## src/rtl/hms_counter.sv

```systemverilog
// hms_counter: BCD hour/minute/second time-of-day counter with validated
// load, per-field manual adjust and a top-of-hour pulse. All outputs are
// registered; the next state is formed in one combinational block.
module hms_counter (
  input  logic        CP,
  input  logic        CR,
  input  logic        tick,
  input  logic        adj_en,
  input  logic [1:0]  adj_sel,
  input  logic        adj_inc,
  input  logic        load,
  input  logic [23:0] load_hms,
  output logic [23:0] hms,
  output logic        hour_pulse,
  output logic        load_err
);

  localparam logic [1:0] SEL_SEC  = 2'b00;
  localparam logic [1:0] SEL_MIN  = 2'b01;
  localparam logic [1:0] SEL_HOUR = 2'b10;

  localparam logic [7:0] MAX_MS   = 8'h59;
  localparam logic [7:0] MAX_HOUR = 8'h23;

  // Field registers, each one packed BCD byte {tens, units}.
  logic [7:0] sec_q,  sec_d;
  logic [7:0] min_q,  min_d;
  logic [7:0] hour_q, hour_d;
  logic       hour_pulse_q, hour_pulse_d;
  logic       load_err_q,   load_err_d;

  // Wrap flag and incremented value for each field.
  logic [8:0] sec_inc, min_inc, hour_inc;
  logic       load_ok;

  // Increment a BCD byte, wrapping to 00 at 'max'. Bit 8 flags the wrap.
  function automatic logic [8:0] bcd_inc(input logic [7:0] v, input logic [7:0] max);
    logic [3:0] tens_p1;
    logic [3:0] units_p1;
    tens_p1  = v[7:4] + 4'd1;
    units_p1 = v[3:0] + 4'd1;
    if (v == max) begin
      bcd_inc = {1'b1, 8'h00};
    end else if (v[3:0] == 4'd9) begin
      bcd_inc = {1'b0, tens_p1, 4'd0};
    end else begin
      bcd_inc = {1'b0, v[7:4], units_p1};
    end
  endfunction

  // True when both digits are decimal and the byte does not exceed 'max'.
  function automatic logic bcd_ok(input logic [7:0] v, input logic [7:0] max);
    bcd_ok = (v[7:4] <= 4'd9) && (v[3:0] <= 4'd9) && (v <= max);
  endfunction

  // Per-field increments and load validation, shared by count, adjust and load.
  always_comb begin
    sec_inc  = bcd_inc(sec_q,  MAX_MS);
    min_inc  = bcd_inc(min_q,  MAX_MS);
    hour_inc = bcd_inc(hour_q, MAX_HOUR);
    load_ok  = bcd_ok(load_hms[23:16], MAX_HOUR) &&
               bcd_ok(load_hms[15:8],  MAX_MS)   &&
               bcd_ok(load_hms[7:0],   MAX_MS);
  end

  // Next-state selection: load beats adjust beats count; a losing tick is dropped.
  always_comb begin
    sec_d        = sec_q;
    min_d        = min_q;
    hour_d       = hour_q;
    hour_pulse_d = 1'b0;
    load_err_d   = 1'b0;
    if (load) begin
      if (load_ok) begin
        hour_d = load_hms[23:16];
        min_d  = load_hms[15:8];
        sec_d  = load_hms[7:0];
      end else begin
        load_err_d = 1'b1;
      end
    end else if (adj_en && adj_inc) begin
      // Adjust touches one field only; no carries ripple out.
      case (adj_sel)
        SEL_SEC:  sec_d  = 8'h00;
        SEL_MIN:  min_d  = min_inc[7:0];
        SEL_HOUR: hour_d = hour_inc[7:0];
        default:  ;
      endcase
    end else if (tick && !adj_en) begin
      sec_d = sec_inc[7:0];
      if (sec_inc[8]) begin
        min_d = min_inc[7:0];
        if (min_inc[8]) begin
          hour_d       = hour_inc[7:0];
          hour_pulse_d = 1'b1;
        end
      end
    end
  end

  // State and output registers with synchronous reset.
  always_ff @(posedge CP) begin
    if (CR) begin
      sec_q        <= 8'h00;
      min_q        <= 8'h00;
      hour_q       <= 8'h00;
      hour_pulse_q <= 1'b0;
      load_err_q   <= 1'b0;
    end else begin
      sec_q        <= sec_d;
      min_q        <= min_d;
      hour_q       <= hour_d;
      hour_pulse_q <= hour_pulse_d;
      load_err_q   <= load_err_d;
    end
  end

  assign hms        = {hour_q, min_q, sec_q};
  assign hour_pulse = hour_pulse_q;
  assign load_err   = load_err_q;

endmodule

```

## config.mk

```make
export PLATFORM = sky130hd
export DESIGN_NAME = hms_counter
export DESIGN_NICKNAME = d
export VERILOG_FILES = /design/src/rtl/hms_counter.sv
export SDC_FILE = /design/constraint.sdc
export NUM_CORES = 1
export LEC_CHECK = 0
export BUFFER_PORTS_ARGS = -buffer_cell sky130_fd_sc_hd__buf_2
export CORE_MARGIN = 2
export CORE_UTILIZATION = 35
export DETAILED_ROUTE_END_ITERATION = 12
export SETUP_SLACK_MARGIN = 0.02
export SYNTH_ARGS = -nofsm -noshare
export SYNTH_HDL_FRONTEND = slang
export SYNTH_SLANG_ARGS = --single-unit
```

## constraint.sdc

```tcl
create_clock -name CP -period 2.82 [get_ports CP]
set_clock_uncertainty 0.05 [all_clocks]
set_input_delay 0.846 -clock CP [delete_from_list [all_inputs] [get_ports CP]]
set_output_delay 0.846 -clock CP [all_outputs]
set_load 0.05 [all_outputs]
```

==> results.txt, run 1 <==
----------------------------------------------------
[Floorplan]
  Die area ... 0.00578 sq mm
  Row cnt ... 26
  Placeable core region ... 0.00504 sq mm
  IO Count ... 58
  Chip width ... 76.0 microns
  Starting utilization of the core area ... 36.0%
  Die span in y ... 76.0 microns

[Logic synthesis]
  Main area contributors after synthesis ... sky130_fd_sc_hd__dfxtp_1 (29%), sky130_fd_sc_hd__ha_1 (6.9%), sky130_fd_sc_hd__a21oi_1 (4.7%), sky130_fd_sc_hd__o21ai_0 (4.7%), sky130_fd_sc_hd__nand2_1 (4.5%)
  Count of warnings emitted by yosys ... 0
  Primary flip-flop cell chosen by synthesis mapping ... sky130_fd_sc_hd__dfxtp_1
  Seq/Total Area, Yosys ... 28.7%
  Post-synthesis average cell area ... 7.86 sq um
  Number of nets in the synthesized netlist ... 273
  Post-Synthesis Cells ... 231
  Total standard cell area after synthesis ... 0.00182 sq mm
  Number of flops mapped to enable cells by yosys ... 0
  Largest area contributor in the synthesized netlist ... sky130_fd_sc_hd__dfxtp_1
  FFs w/ async S/R, synth ... 0%
  Distinct cells, synth ... 50
  Yosys reg bits ... 26
  Portion of synthesized cell area occupied by the leading cell type ... 28.7%

[Status]
  Run status ... completed

[CTS]
  Longest Clk Path Bufs ... 2
  Level count of the clock H-tree ... 1
  Worst-skew pair later-pin latency ... 0.27 ns
  Clock root buffer master ... sky130_fd_sc_hd__clkbuf_8
  CTS Hold Buffers Added ... 0
  CTS tree ... built
  Post-CTS clock slew at the launch and capture registers of the worst setup and hold paths ... 0.09 ns
  Count of cells resized by post-cts repair ... 0
  Post-CTS setup buffer count ... 0
  Sink count of the clock tree ... 26
  Number of buffers created by CTS ... 3

[STA]
  Final worst-path cycle share ... 85.3%
  Pin slew with the least headroom to its limit ... 0.562 ns
  Number of setup violations in the final report ... 0
  Post-route setup slack ... 0.415 ns
  Max Clock Freq ... 416 MHz
  Slew HR ... 62.3%
  Hold Violations, Final ... 0
  Post-Route Setup TNS ... 0 ns
  Unrepaired setup endpoints after global routing ... false
  Number of max-slew violations in the final report ... 0
  Time the final worst path needs with I/O delays and setup ... 2.40 ns

[Power]
  Lkg Pwr ... 0.940 nW
  Pwr Total ... 759 uW
  Peak supply drop ... 0.350 mV
  Pwr dens ... 334 mW/mm^2

[Global route]
  Layer with the highest usage ... met2
  Fraction of met3 tracks used by global routing ... 3.08%
  Sum of overflow across all layers after global routing ... 0
  Number of antenna violations at the first check in global routing ... 0
  Met1 Use GR ... 26.0%
  First-pass GRT wire length ... 9010 microns
  Met2 demand-to-capacity share in global routing ... 30.4%
  Number of global-route vias before repair ... 1853
  GRT Total Usage ... 18.7%
  Largest net degree at the start of global routing ... 25

[Finish]
  Share of the core filled with cells in the final layout ... 45.0%
  Synth-to-Final Area Change ... 24.9%
  # diodes ... 0
  Post-layout net count ... 332
  Ratio of cells with drive above 1 in the final layout ... 26.3%
  Design Area, Final ... 0.00227 sq mm
  Commonest non-fill, non-tap cell in the layout ... sky130_fd_sc_hd__buf_2
  Top library cells by usage in the layout, fill and taps aside ... sky130_fd_sc_hd__buf_2 (57), sky130_fd_sc_hd__dfxtp_1 (26), sky130_fd_sc_hd__nand2_1 (22), sky130_fd_sc_hd__o21ai_0 (17), sky130_fd_sc_hd__a21oi_1 (17)

[Detailed routing]
  WL final ... 5480 microns
  Via count ... 2042
  Per-cell routed wire length ... 15.3 microns
  Iteration-0 DRC count of the detailed router ... 113
  Drc violations ... 0
  Number of routed nets with antenna violations ... 0
  Vias per Instance ... 5.69
  Detailed-routing iteration count for the pre-antenna-repair pass ... 4

[Critical path]
  Data arrival, critical path ... 2.52 ns
  Top cell family by delay on the critical path ... compound AO/OA/AOI/OAI gates
  Worst setup EP type ... flop
  Worst-path fanout max ... 7
  WP buf/inv ... 1
  Library cell contributing the largest single delay on the critical path ... sky130_fd_sc_hd__a221o_1
  Type of element launching the critical path ... input port
  CP Data Required Time ... 2.93 ns
  Largest stage delay on the critical path ... 0.47 ns
  WS Path Type ... in2reg
  Worst R2R Start ... sec_q[0]$_SDFFE_PP0P_
  Source of the critical timing path ... adj_en
  Series of cell instances along the critical path ... buf_2 > nand2b_1 > or3_1 > a221o_1 > a22o_1 > a32o_1

[Placed design]
  Place WS ... 0.121 ns
  Count of buffers from port buffering ... 57
  Detail Placement HPWL ... 4230 microns
  Weighted congestion reported at the end of routability-driven placement ... 0.829
  Total cell area at the placement stage ... 0.00221 sq mm

[Flow run]
  Reported max-cap violation count ... 0

[Hold path]
  Hold Path Class ... reg2reg
  Hold path start ... sec_q[3]$_SDFFE_PP0P_

----------------------------------------------------
## flip-flops by register name, indices dropped and copies added (netlist names)
name,flops
min_q,8
load_err,1
sec_q,8
hour_q,8
hour_pulse,1
## worst paths after layout
kind | slack (ns) | to | depth (start not counted)
setup / recovery | 0.42 | hour_q[3]$_SDFFE_PP0P_ | 6
hold / removal | 0.46 | sec_q[3]$_SDFFE_PP0P_ | 2
hold reg to reg | 0.46 | sec_q[3]$_SDFFE_PP0P_ | 2
setup reg to reg | 0.48 | hour_q[3]$_SDFFE_PP0P_ | 6
## routing by layer
layer	part of all wire [%]	vias up
met5	0	-
met3	4.3	6
met4	1.3	0
met1	48	965
li1	-	1016
met2	47	55
## power by group
part | switching (mW) | internal (mW)
clock | 0.120 | 0.125
sequential | 0.00708 | 0.373
combinational | 0.0865 | 0.0469
## worst reg2reg max path, cell delays in order, from the launching register on
cell and delay (ns):
sky130_fd_sc_hd__dfxtp_1 0.43, sky130_fd_sc_hd__ha_1 0.21, sky130_fd_sc_hd__nand3b_1 0.13, sky130_fd_sc_hd__or3_1 0.44, sky130_fd_sc_hd__a221o_1 0.47, sky130_fd_sc_hd__a22o_1 0.26, sky130_fd_sc_hd__a32o_1 0.25
## layout make-up
type,count,area [sq um]
well taps,70,87.6
multi-input cells,181,1200
fillers,523,2770
inverters,11,41.3
clock buffers,4,55.1
flip-flops and latches,26,520
repair buffers,67,360
## kinds of logic after synthesis
| group | share of synthesized area [%] |
|---|---|
| adder cells (fa/ha/maj) | 6.89 |
| XOR/XNOR | 0.482 |
| flip-flops | 28.7 |
| AO/OA/AOI/OAI | 34.6 |
| buffers and inverters | 5.03 |
| multiplexers | 1.10 |
| AND/OR/NAND/NOR | 23.2 |
## cells in the mapped netlist, types with 3 or more instances
library cell	n
sky130_fd_sc_hd__o32ai_1	4
sky130_fd_sc_hd__a31oi_1	3
sky130_fd_sc_hd__ha_1	10
sky130_fd_sc_hd__a21oi_1	17
sky130_fd_sc_hd__a221oi_1	6
sky130_fd_sc_hd__nor2_1	11
sky130_fd_sc_hd__buf_1	3
sky130_fd_sc_hd__o31ai_1	3
sky130_fd_sc_hd__nand2_1	22
sky130_fd_sc_hd__nor3_1	4
sky130_fd_sc_hd__dfxtp_1	26
sky130_fd_sc_hd__a32o_1	4
sky130_fd_sc_hd__inv_1	11
sky130_fd_sc_hd__a211oi_1	10
sky130_fd_sc_hd__nand3_1	11
sky130_fd_sc_hd__o21ai_0	17
sky130_fd_sc_hd__a22o_1	3
sky130_fd_sc_hd__nor3b_1	3
sky130_fd_sc_hd__nor4_1	3
sky130_fd_sc_hd__o22ai_1	4
sky130_fd_sc_hd__clkbuf_1	9
sky130_fd_sc_hd__nand4b_1	3
## metrics by stage
stage	std cells	hold slack, ns
after CTS	359	0.471
after detailed placement	355	0.452
final	359	0.463
after global routing	359	0.501
after global placement	355	0.450
after floorplan	231	0.637
(Power assumes the default switching activity.)
==> inputs of run 2 (changes only) <==
clock period = 2.3 ns   (was 2.82 ns; I/O delays follow)
==> results.txt, run 2 (synthesis gave the netlist of run 1 again) <==
----------------------------------------------------
[Detailed routing]
  Per-cell routed wire length ... 14.7 microns (was 15.3 microns)
  WL final ... 5540 microns (was 5480 microns)
  Iteration-0 DRC count of the detailed router ... 124 (was 113)
  Drc violations ... 0 (unchanged)
  Number of routed nets with antenna violations ... 0 (unchanged)
  Vias per Instance ... 5.54 (was 5.69)
  Via count ... 2083 (was 2042)
  Detailed-routing iteration count for the pre-antenna-repair pass ... 4 (unchanged)

[STA]
  Slew HR ... 68.8% (was 62.3%)
  Number of setup violations in the final report ... 0 (unchanged)
  Unrepaired setup endpoints after global routing ... false (unchanged)
  Pin slew with the least headroom to its limit ... 0.467 ns (was 0.562 ns)
  Hold Violations, Final ... 0 (unchanged)
  Final worst-path cycle share ... 95.0%
  Number of max-slew violations in the final report ... 0 (unchanged)
  Post-route setup slack ... 0.116 ns (was 0.415 ns)
  Time the final worst path needs with I/O delays and setup ... 2.18 ns
  Post-Route Setup TNS ... 0 ns (unchanged)
  Max Clock Freq ... 458 MHz

[Critical path]
  Worst-path fanout max ... 7 (unchanged)
  Largest stage delay on the critical path ... 0.45 ns (was 0.47 ns)
  Source of the critical timing path ... sec_q[1]$_SDFFE_PP0P_ (was adj_en)
  CP Data Required Time ... 2.44 ns (was 2.93 ns)
  Data arrival, critical path ... 2.32 ns (was 2.52 ns)
  WS Path Type ... reg2reg (was in2reg)
  Type of element launching the critical path ... flop (was input port)
  Worst R2R Start ... sec_q[1]$_SDFFE_PP0P_ (was sec_q[0]$_SDFFE_PP0P_)
  Worst setup EP type ... flop (unchanged)
  Series of cell instances along the critical path ... inv_1 > ha_1 > nand3b_1 > or3_1 > a221o_1 > a22o_1 > a32o_1 (was buf_2 > nand2b_1 > or3_1 > a221o_1 > a22o_1 > a32o_1)
  Library cell contributing the largest single delay on the critical path ... sky130_fd_sc_hd__a221o_1 (unchanged)

[Placed design]
  Detail Placement HPWL ... 4240 microns (was 4230 microns)
  Count of buffers from port buffering ... 57 (unchanged)
  Place WS ... -0.127 ns (was 0.121 ns)
  Post-Place Cells ... 372 (was 355)
  Weighted congestion reported at the end of routability-driven placement ... 0.890 (was 0.829)

[Global route]
  Met1 Use GR ... 25.2% (was 26.0%)
  First-pass GRT wire length ... 9160 microns (was 9010 microns)
  Largest net degree at the start of global routing ... 24 (was 25)
  Fraction of met3 tracks used by global routing ... 2.96% (was 3.08%)
  Number of global-route vias before repair ... 1926 (was 1853)
  Sum of overflow across all layers after global routing ... 0 (unchanged)
  Number of antenna violations at the first check in global routing ... 0 (unchanged)
  Met2 demand-to-capacity share in global routing ... 33.3% (was 30.4%)
  GRT Total Usage ... 19.3% (was 18.7%)
  Layer with the highest usage ... met2 (unchanged)

[Power]
  Lkg Pwr ... 1.02 nW (was 0.940 nW)
  Pwr dens ... 385 mW/mm^2 (was 334 mW/mm^2)
  Peak supply drop ... 0.240 mV (was 0.350 mV)

[Floorplan]
  Die span in y ... 76.0 microns (unchanged)
  IO Count ... 58 (unchanged)
  Die area ... 0.00578 sq mm (unchanged)
  Starting utilization of the core area ... 36.0% (unchanged)
  Placeable core region ... 0.00504 sq mm (unchanged)
  Row cnt ... 26 (unchanged)
  Chip width ... 76.0 microns (unchanged)

[Hold path]
  Hold path start ... sec_q[3]$_SDFFE_PP0P_ (unchanged)
  Hold Path Class ... reg2reg (unchanged)

[Finish]
  Commonest non-fill, non-tap cell in the layout ... sky130_fd_sc_hd__buf_2 (unchanged)
  Ratio of cells with drive above 1 in the final layout ... 33.3% (was 26.3%)
  # diodes ... 0 (unchanged)
  Share of the core filled with cells in the final layout ... 47.7% (was 45.0%)
  Count of non-filler cells in the finished layout ... 376 (was 359)
  Top library cells by usage in the layout, fill and taps aside ... sky130_fd_sc_hd__buf_2 (57), sky130_fd_sc_hd__buf_4 (27), sky130_fd_sc_hd__nand2_1 (22), sky130_fd_sc_hd__dfxtp_1 (17) (was sky130_fd_sc_hd__buf_2 (57), sky130_fd_sc_hd__dfxtp_1 (26), sky130_fd_sc_hd__nand2_1 (22), sky130_fd_sc_hd__o21ai_0 (17), sky130_fd_sc_hd__a21oi_1 (17))
  Largest registers ranked by flip-flop count ... hour_q x8, min_q x8, sec_q x8 (unchanged)
  Synth-to-Final Area Change ... 32.4% (was 24.9%)
  Post-layout net count ... 349 (was 332)

[CTS]
  Count of cells resized by post-cts repair ... 0 (unchanged)
  Longest Clk Path Bufs ... 2 (unchanged)
  Sink count of the clock tree ... 26 (unchanged)
  Number of buffers created by CTS ... 3 (unchanged)
  CTS Hold Buffers Added ... 0 (unchanged)
  CTS tree ... built (unchanged)
  Clock root buffer master ... sky130_fd_sc_hd__clkbuf_8 (unchanged)
  Post-CTS setup buffer count ... 0 (unchanged)
  Worst-skew pair later-pin latency ... 0.29 ns (was 0.27 ns)
  Post-CTS clock slew at the launch and capture registers of the worst setup and hold paths ... 0.10 ns (was 0.09 ns)
  Level count of the clock H-tree ... 1 (unchanged)

[Flow run]
  Reported max-cap violation count ... 0 (unchanged)

[Status]
  Run status ... completed (unchanged)

----------------------------------------------------
-- run 2: cell count changes in the layout (fill, tap and decap cells not counted), sizes merged --
cell  previous run  this run
buf             67        84
-- run 2: area by class of cell --
cell class	instances	area, sq um
Tap cell	70	87.6
Multi-Input combinational cell	181	1210
Fill cell	532	2640
Timing Repair Buffer	84	488
Inverter	11	41.3
Clock buffer	4	45.0
Sequential cell	26	534
-- run 2: stage by stage --
stage | hold slack, ns | power [mW] | instance area [sq um]
after CTS | 0.451 | 0.934 | 2400
after floorplan | 0.505 | 0.571 | 1840
final | 0.451 | 0.925 | 2400
after global placement | 0.428 | 0.654 | 2360
after detailed placement | 0.436 | 0.654 | 2360
after global routing | 0.469 | 0.968 | 2400
-- run 2: worst max-delay path: cells and delay by family, from the launching register on --
family	cells	cell delay [ns]
flops	1	0.34
simple gates	2	0.55
compound gates	3	0.93
buf+inv	1	0.07
fa+ha+maj	1	0.15
-- run 2: worst paths after layout --
kind	cells after the start	endpoint	slack, ns
max	7	hour_q[3]$_SDFFE_PP0P_	0.12
min	2	sec_q[3]$_SDFFE_PP0P_	0.45
max reg2reg	7	hour_q[3]$_SDFFE_PP0P_	0.12
min reg2reg	2	sec_q[3]$_SDFFE_PP0P_	0.45
-- run 2: power breakdown --
group,switching [mW],internal (mW),leakage [nW]
clock network,0.157,0.125,0.0228
logic,0.108,0.0702,0.786
registers,0.00837,0.457,0.215
total,0.273,0.652,1.02
-- run 2: per-layer routing --
layer	wire length [microns]	vias up
li1	-	1047
met1	2540	975
met2	2660	57
met3	289	4
met4	56	0
met5	0	-
==> inputs of run 3 (changes only) <==
CELL_PAD_IN_SITES_DETAIL_PLACEMENT = 1   (was default)
CELL_PAD_IN_SITES_GLOBAL_PLACEMENT = 2   (was default)
CORE_UTILIZATION = 28   (was 35)
PLACE_DENSITY_LB_ADDON = 0.1   (was default)
SKIP_LAST_GASP = 1   (was default)
==> results.txt, run 3 (synthesis gave the netlist of run 1 again) <==
----------------------------------------------------
[Status]
  Run status ... completed (unchanged)

[Power]
  Lkg Pwr ... 1.08 nW (was 1.02 nW)
  Peak supply drop ... 0.241 mV (was 0.240 mV)
  Pwr dens ... 382 mW/mm^2 (was 385 mW/mm^2)
  Pwr Total ... 961 uW (was 925 uW)

[Finish]
  Design Area, Final ... 0.00252 sq mm (was 0.00240 sq mm)
  # diodes ... 0 (unchanged)
  Commonest non-fill, non-tap cell in the layout ... sky130_fd_sc_hd__buf_2 (unchanged)
  Fillcell total ... 826 (was 532)
  Register cell area after layout ... 534 sq um (unchanged)
  Top library cells by usage in the layout, fill and taps aside ... sky130_fd_sc_hd__buf_2 (57), sky130_fd_sc_hd__buf_4 (37), sky130_fd_sc_hd__nand2_1 (22), sky130_fd_sc_hd__dfxtp_1 (17) (was sky130_fd_sc_hd__buf_2 (57), sky130_fd_sc_hd__buf_4 (27), sky130_fd_sc_hd__nand2_1 (22), sky130_fd_sc_hd__dfxtp_1 (17))
  Share of the core filled with cells in the final layout ... 39.9% (was 47.7%)
  Ratio of cells with drive above 1 in the final layout ... 37.0% (was 33.3%)
  Multi-input gate area ... 0.00123 sq mm (was 0.00121 sq mm)
  Largest registers ranked by flip-flop count ... hour_q x8, min_q x8, sec_q x8 (unchanged)
  Synth-to-Final Area Change ... 38.5% (was 32.4%)
  Post-layout net count ... 359 (was 349)

[Critical path]
  Type of element launching the critical path ... flop (unchanged)
  CP Data Required Time ... 2.43 ns (was 2.44 ns)
  Data arrival, critical path ... 2.31 ns (was 2.32 ns)
  Worst setup EP type ... flop (unchanged)
  Worst-path fanout max ... 6 (was 7)
  WS Path Type ... reg2reg (unchanged)

[CTS]
  Clock root buffer master ... sky130_fd_sc_hd__clkbuf_8 (unchanged)
  Number of buffers created by CTS ... 3 (unchanged)
  Longest Clk Path Bufs ... 2 (unchanged)
  Post-CTS clock slew at the launch and capture registers of the worst setup and hold paths ... 0.10 ns (about the same)
  Level count of the clock H-tree ... 1 (unchanged)
  Worst-skew pair later-pin latency ... 0.27 ns (was 0.29 ns)
  CTS Hold Buffers Added ... 0 (unchanged)
  CTS tree ... built (unchanged)
  Sink count of the clock tree ... 26 (unchanged)

[STA]
  Unrepaired setup endpoints after global routing ... false (unchanged)
  Slew HR ... 65.6% (was 68.8%)
  Max Clock Freq ... 458 MHz (about the same)
  Post-Route Setup TNS ... 0 ns (unchanged)
  Number of setup violations in the final report ... 0 (unchanged)
  Worst hold margin ... 0.453 ns (was 0.451 ns)
  Hold Violations, Final ... 0 (unchanged)
  Number of max-slew violations in the final report ... 0 (unchanged)
  Final worst-path cycle share ... 95.0% (about the same)
  Time the final worst path needs with I/O delays and setup ... 2.19 ns (was 2.18 ns)
  Pin slew with the least headroom to its limit ... 0.514 ns (was 0.467 ns)

[Floorplan]
  Chip width ... 84.6 microns (was 76.0 microns)
  IO Count ... 58 (unchanged)
  Placeable core region ... 0.00631 sq mm (was 0.00504 sq mm)
  Row cnt ... 29 (was 26)
  Starting utilization of the core area ... 28.8% (was 36.0%)
  Die span in y ... 84.6 microns (was 76.0 microns)
  Die area ... 0.00715 sq mm (was 0.00578 sq mm)

[Detailed routing]
  Detailed-routing iteration count for the pre-antenna-repair pass ... 4 (unchanged)
  Iteration-0 DRC count of the detailed router ... 77 (was 124)
  WL final ... 6670 microns (was 5540 microns)
  Drc violations ... 0 (unchanged)
  Number of routed nets with antenna violations ... 0 (unchanged)
  Vias per Instance ... 5.49 (was 5.54)
  Via count ... 2157 (was 2083)
  Per-cell routed wire length ... 17.0 microns (was 14.7 microns)

[Global route]
  Number of antenna violations at the first check in global routing ... 0 (unchanged)
  GRT Total Usage ... 18.8% (was 19.3%)
  Sum of overflow across all layers after global routing ... 0 (unchanged)
  Number of global-route vias before repair ... 2119 (was 1926)
  First-pass GRT wire length ... 10900 microns (was 9160 microns)
  Largest net degree at the start of global routing ... 24 (unchanged)

[Placed design]
  Count of buffers from port buffering ... 57 (unchanged)
  Detail Placement HPWL ... 5230 microns (was 4240 microns)
  Weighted congestion reported at the end of routability-driven placement ... 0.768 (was 0.890)
  Total cell area at the placement stage ... 0.00243 sq mm (was 0.00236 sq mm)

[Hold path]
  Hold Path Class ... reg2reg (unchanged)

[Flow run]
  Reported max-cap violation count ... 0 (unchanged)

----------------------------------------------------
[run 3: cell count changes in the layout (fill, tap and decap cells not counted), sizes merged]
cell  previous run  this run
buf             84        94
[run 3: cell type report]
class / count / area share (%)
clock buffers: 4 / 2.19
inverters: 11 / 1.64
multi-input cells: 181 / 48.7
flip-flops and latches: 26 / 21.2
well taps: 77 / 3.83
repair buffers: 94 / 22.4
[run 3: stage by stage]
step	setup slack, ns	instances
floorplan	0.0203	231
global placement	-0.116	388
detailed placement	-0.183	388
CTS	0.0840	392
global route	0.0256	393
finish	0.115	393
[run 3: layer usage]
| layer | GRT usage (%) | part of all wire, % | wire, microns | vias up |
|---|---|---|---|---|
| li1 | - | - | - | 1067 |
| met1 | 27.3 | 49 | 3300 | 1049 |
| met2 | 29.6 | 46 | 3050 | 37 |
| met3 | 3.05 | 4.3 | 284 | 4 |
| met4 | 3.17 | 0.54 | 36 | 0 |
| met5 | 0 | 0 | 0 | - |
[run 3: timing repair]
action,4_1_cts,5_1_grt
gates resized for setup,0,6
setup endpoints to repair,0,10
buffers inserted,0,1
[run 3: worst paths after layout]
kind / cells past startpoint / slack [ns] / end / startpoint
worst max-delay path: 7 / 0.11 / hour_q[3]$_SDFFE_PP0P_ / sec_q[1]$_SDFFE_PP0P_
worst min-delay path: 2 / 0.45 / sec_q[3]$_SDFFE_PP0P_ / sec_q[3]$_SDFFE_PP0P_
worst max register to register: 7 / 0.11 / hour_q[3]$_SDFFE_PP0P_ / sec_q[1]$_SDFFE_PP0P_
worst min register to register: 2 / 0.45 / sec_q[3]$_SDFFE_PP0P_ / sec_q[3]$_SDFFE_PP0P_
[run 3: critical path: stages, from the launching register on]
cell and delay [ns]:
sky130_fd_sc_hd__dfxtp_2 0.35, sky130_fd_sc_hd__inv_1 0.08, sky130_fd_sc_hd__ha_1 0.15, sky130_fd_sc_hd__nand3b_1 0.12, sky130_fd_sc_hd__or3_4 0.41, sky130_fd_sc_hd__a221o_2 0.46, sky130_fd_sc_hd__a22o_1 0.22, sky130_fd_sc_hd__a32o_1 0.24
[run 3: power breakdown]
group | switching [mW] | internal, mW
clock | 0.153 | 0.153
combinational | 0.116 | 0.0736
sequential | 0.00780 | 0.457
total | 0.277 | 0.684
